## src/rtl/sram_port_arbiter.sv

```systemverilog
// Two-port arbiter/sequencer for a single-port SRAM macro (active-low csb/web, byte mask).
// Define SRAM_ARB_RR_EN for round-robin on contention; default is fixed priority to port 0.
module sram_port_arbiter #(
    parameter int AW       = 11,
    parameter int DW       = 32,
    parameter int MAX_WAIT = 8
) (
    input  logic            clk_i,
    input  logic            rst_i,
    input  logic            p0_req_i,
    input  logic            p0_we_i,
    input  logic [AW-1:0]   p0_addr_i,
    input  logic [DW-1:0]   p0_wdata_i,
    input  logic [DW/8-1:0] p0_wmask_i,
    output logic            p0_gnt_o,
    output logic            p0_rvalid_o,
    output logic [DW-1:0]   p0_rdata_o,
    input  logic            p0_lock_i,
    input  logic            p1_req_i,
    input  logic            p1_we_i,
    input  logic [AW-1:0]   p1_addr_i,
    input  logic [DW-1:0]   p1_wdata_i,
    input  logic [DW/8-1:0] p1_wmask_i,
    output logic            p1_gnt_o,
    output logic            p1_rvalid_o,
    output logic [DW-1:0]   p1_rdata_o,
    output logic            sram_csb_o,
    output logic            sram_web_o,
    output logic [DW/8-1:0] sram_wmask_o,
    output logic [AW-1:0]   sram_addr_o,
    output logic [DW-1:0]   sram_din_o,
    input  logic [DW-1:0]   sram_dout_i
);

    localparam int MW = DW / 8;
    localparam logic [7:0] WAIT_MAX = 8'(MAX_WAIT);

    logic [1:0]    rd_pend_reg, rd_pend_next;
    logic [7:0]    wait_cnt_reg, wait_cnt_next;
    logic          last_w_reg;

    logic          win_valid, win_port;
    logic          starve;
    logic [1:0]    req, we;
    logic [AW-1:0] addr_a  [2];
    logic [DW-1:0] wdata_a [2];
    logic [MW-1:0] wmask_a [2];
    logic [1:0]    gnt;
    logic [1:0]    rvalid;
    logic [DW-1:0] rdata   [2];

    assign req        = {p1_req_i, p0_req_i};
    assign we         = {p1_we_i, p0_we_i};
    assign addr_a[0]  = p0_addr_i;
    assign addr_a[1]  = p1_addr_i;
    assign wdata_a[0] = p0_wdata_i;
    assign wdata_a[1] = p1_wdata_i;
    assign wmask_a[0] = p0_wmask_i;
    assign wmask_a[1] = p1_wmask_i;

    assign starve = (wait_cnt_reg == WAIT_MAX);

    always_comb begin
        win_valid = 1'b0;
        win_port  = 1'b0;
        if (rst_i) begin
            win_valid = 1'b0;
        end else if (p0_lock_i) begin
            win_valid = p0_req_i;
            win_port  = 1'b0;
        end else if (starve && p1_req_i) begin
            win_valid = 1'b1;
            win_port  = 1'b1;
        end else if (p0_req_i && p1_req_i) begin
            win_valid = 1'b1;
`ifdef SRAM_ARB_RR_EN
            win_port  = ~last_w_reg;
`else
            win_port  = 1'b0;
`endif
        end else if (p0_req_i) begin
            win_valid = 1'b1;
            win_port  = 1'b0;
        end else if (p1_req_i) begin
            win_valid = 1'b1;
            win_port  = 1'b1;
        end
    end

    assign gnt[0]   = win_valid & ~win_port;
    assign gnt[1]   = win_valid & win_port;
    assign p0_gnt_o = gnt[0];
    assign p1_gnt_o = gnt[1];

    assign sram_csb_o   = ~win_valid;
    assign sram_web_o   = ~(win_valid & we[win_port]);
    assign sram_addr_o  = win_valid ? addr_a[win_port]  : '0;
    assign sram_din_o   = win_valid ? wdata_a[win_port] : '0;
    assign sram_wmask_o = win_valid ? wmask_a[win_port] : '0;

    // Clear wins over hold: an idle or served port 1 never carries stale wait credit.
    always_comb begin
        wait_cnt_next = wait_cnt_reg;
        if (gnt[1] || !p1_req_i) begin
            wait_cnt_next = 8'd0;
        end else if (p0_lock_i) begin
            wait_cnt_next = wait_cnt_reg;
        end else if (wait_cnt_reg < WAIT_MAX) begin
            wait_cnt_next = wait_cnt_reg + 8'd1;
        end
    end

    always_ff @(posedge clk_i) begin
        if (rst_i) begin
            rd_pend_reg  <= 2'b00;
            wait_cnt_reg <= 8'd0;
            last_w_reg   <= 1'b1;
        end else begin
            rd_pend_reg  <= rd_pend_next;
            wait_cnt_reg <= wait_cnt_next;
            if (win_valid) begin
                last_w_reg <= win_port;
            end
        end
    end

    // A pending read is suppressed during reset so it is never delivered across it.
    genvar gi;
    generate
        for (gi = 0; gi < 2; gi++) begin : g_port
            assign rd_pend_next[gi] = gnt[gi] & ~we[gi];
            assign rvalid[gi]       = rd_pend_reg[gi] & ~rst_i;
            assign rdata[gi]        = rvalid[gi] ? sram_dout_i : '0;
        end
    endgenerate

    assign p0_rvalid_o = rvalid[0];
    assign p1_rvalid_o = rvalid[1];
    assign p0_rdata_o  = rdata[0];
    assign p1_rdata_o  = rdata[1];

endmodule
```

## config.mk

```make
export PLATFORM = sky130hd
export DESIGN_NAME = sram_port_arbiter
export DESIGN_NICKNAME = d
export VERILOG_FILES = /design/src/rtl/sram_port_arbiter.sv
export SDC_FILE = /design/constraint.sdc
export NUM_CORES = 1
export LEC_CHECK = 0
export BUFFER_PORTS_ARGS = -buffer_cell sky130_fd_sc_hd__clkbuf_2
export CAP_MARGIN = 30
export CORE_AREA = 2 2 97 99
export DETAILED_ROUTE_END_ITERATION = 12
export DIE_AREA = 0 0 99 101
export HOLD_SLACK_MARGIN = 0.1
export PLACE_DENSITY = 0.5
export SLEW_MARGIN = 15
export SYNTH_ARGS = -nofsm -noshare
export SYNTH_HDL_FRONTEND = slang
export SYNTH_SLANG_ARGS = --single-unit
```

## constraint.sdc

```tcl
create_clock -name clk_i -period 4 [get_ports clk_i]
set_input_delay 0.8 -clock clk_i [delete_from_list [all_inputs] [get_ports clk_i]]
set_output_delay 0.8 -clock clk_i [all_outputs]
set_load 0.05 [all_outputs]
```

==> qor.txt <==
Run status -> completed
Yosys cell types -> 29
GRT Total Usage -> 12.0%
Syn Area/Cell -> 8.03 µm²
Number of routed nets with antenna violations -> 0
Pwr/cell area -> 183 nW/µm²
CTS tree -> built
Rel. slew slack -> 64.5%
Worst-Margin Slew -> 0.532 ns
Kind of critical path -> reg -> out
Top_reg_cell synth -> dfxtp_1
Max Cap Viol -> 0
RSZ-0062 raised after global routing -> false
Final Wtd Congestion -> 0.707
DRC errors left -> 0
Num CTS Buffers -> 3
FMAX -> 306 MHz
Core area -> 8980 µm²
Crit path max fanout -> 52
Initial Util -> 16.7%
Nets -> 559
Fin crit period -> 3.27 ns
Via Count -> 2436
Sequential fraction of the synthesis area -> 13.3%
Async set-reset flop share out of synthesis -> 0%
Critical Path Source Type -> flip-flop
Arrival time worst endpoint -> 2.47 ns
Setup Buffers After CTS -> 0
Switch share -> 45.9%
Die ar. -> 10000 µm²
IO Port Bufs -> 249
P&R area growth vs syn -> 90.6%
Hold_buf cts -> 0
Final period utilization -> 81.7%
Die X -> 99 µm
Max Transition Viols Final -> 0
Grt total ovfl -> 0
CP Capture Type -> output port
Leakage power -> 1.61 nW
Cells after synthesis -> 187
Ratio of cells with drive above 1 in the final layout -> 62.2%
Netlist Area Pre-Place -> 1500 µm²
Initial DRT Pass Iterations -> 4
Resize count post-CTS -> 0
Post-DP Area -> 2800 µm²
Final Hold Violating Endpoints -> 0
Max IR drop VDD -> 0.0000781 V
Largest register FFs -> 8
DR vias/cell -> 4.56
Psw -> 0.240 mW
Clock power share -> 24.7%
Row count -> 35
WL/cell -> 13.3 µm
Part of the power in combinational logic -> 55.9%
Iter 0 DRT Violations -> 37
H-tree lvl count -> 1
Post-Route WL -> 7080 µm
CP required -> 3.20 ns
Worst-skew pair later-pin latency -> 0.24 ns
Int Power -> 0.283 mW
I/O Pins -> 250
CTS max path bufs -> 2
Clock slew at reported path FFs -> 0.05 ns
Post-synth EDFFs -> 0
First-pass GRT wire length -> 10000 µm
Post-route design area -> 2860 µm²
Seq pwr share -> 19.4%
Clock sinks -> 10
Initial antenna violation count -> 0
Synth Net Count -> 322
Ant. Diodes -> 0
Endpoints failing setup -> 0
Clock root cell -> clkbuf_8
HP Class -> reg -> reg
HPWL after DPL -> 5890 µm
Synthesis-stage register bit count -> 10
Setup_tns -> 0 ns
Largest net degree at the start of global routing -> 53
Die Height -> 101 µm
Yosys warns -> 0
Clock Skew -> 0.00317 ns
Vias in the first global route -> 2027
==> metrics by stage <==
stage / util (%) / setup slack [ns] / power, mW / std cells / hold slack [ns]
after floorplan: - / 0.872 / 0.293 / 187 / 0.422
after global placement: 31.2 / 0.916 / 0.397 / 529 / 0.435
after detailed placement: 31.2 / 0.877 / 0.398 / 529 / 0.442
after CTS: 31.8 / 0.680 / 0.531 / 533 / 0.450
after global routing: 31.9 / 0.573 / 0.551 / 534 / 0.470
final: 31.9 / 0.730 / 0.523 / 534 / 0.449
==> cells in the mapped netlist, drive strengths merged (2+ instances only) <==
library cell,number,share of area [%]
and2,65,27
a32o,47,31
buf,11,5.9
clkbuf,11,2.8
dfxtp,10,13
inv,8,2.0
a211oi,5,2.5
a221oi,3,1.8
nor2b,3,1.3
a21o,2,1.0
ha,2,1.7
nand2,2,0.50
nand2b,2,0.83
nand3,2,0.67
nor2,2,0.50
==> worst max-delay path, cell delays in order (launching register included) <==
cell and delay, ns:
dfxtp_1 0.32, or4_4 0.57, o21ai_4 0.27, buf_4 0.50, a32o_1 0.27, clkbuf_2 0.28
==> path summary, 6_finish.rpt <==
check,start,endpoint,slack (ns),depth (start not counted)
min,wait_cnt_reg[6]$_SDFFE_PP0P_,wait_cnt_reg[6]$_SDFFE_PP0P_,0.45,2
max reg2reg,wait_cnt_reg[4]$_SDFFE_PP0P_,wait_cnt_reg[2]$_SDFFE_PP0P_,1.99,4
min reg2reg,wait_cnt_reg[6]$_SDFFE_PP0P_,wait_cnt_reg[6]$_SDFFE_PP0P_,0.45,2
max,wait_cnt_reg[4]$_SDFFE_PP0P_,sram_din_o[25],0.73,5
==> cells in the final DEF (no fill, tap or decap), drive strengths merged, types with 3 or more instances in the layout <==
| cell type | count |
|---|---|
| clkbuf | 254 |
| a221oi | 3 |
| nor2b | 3 |
| buf | 4 |
| and2 | 65 |
| inv | 8 |
| dfxtp | 10 |
| a211oi | 5 |
| a32o | 47 |
==> power by group through the flow <==
stage | registers, mW | logic [mW] | clock network [mW]
finish | 0.101 | 0.293 | 0.129
global route | 0.101 | 0.311 | 0.138
CTS | 0.101 | 0.296 | 0.133
detailed placement | 0.103 | 0.295 | 0
global placement | 0.103 | 0.293 | 0
floorplan | 0.103 | 0.190 | 0
==> routing by layer <==
layer,global-route usage (%),part of all wire [%],vias to the layer above
met5,0,0,-
met4,1.26,0.28,0
met3,2.15,8.7,4
met2,21.8,51,154
met1,15.3,40,1087
li1,-,-,1191
==> layout make-up <==
class | instances | area [µm²]
inverters | 9 | 33.8
multi-input cells | 146 | 1150
clock buffers | 4 | 55.1
well taps | 111 | 139
fillers | 977 | 6120
flip-flops and latches | 10 | 200
repair buffers | 254 | 1280
==> logic make-up after synthesis <==
logic type	Yosys count	share of synthesized area [%]
buf+inv	31	10.9
fa+ha+maj	2	1.67
compound gates	62	40.2
flops	10	13.3
simple gates	82	33.9
No activity file was read; power rests on OpenSTA's default activity.
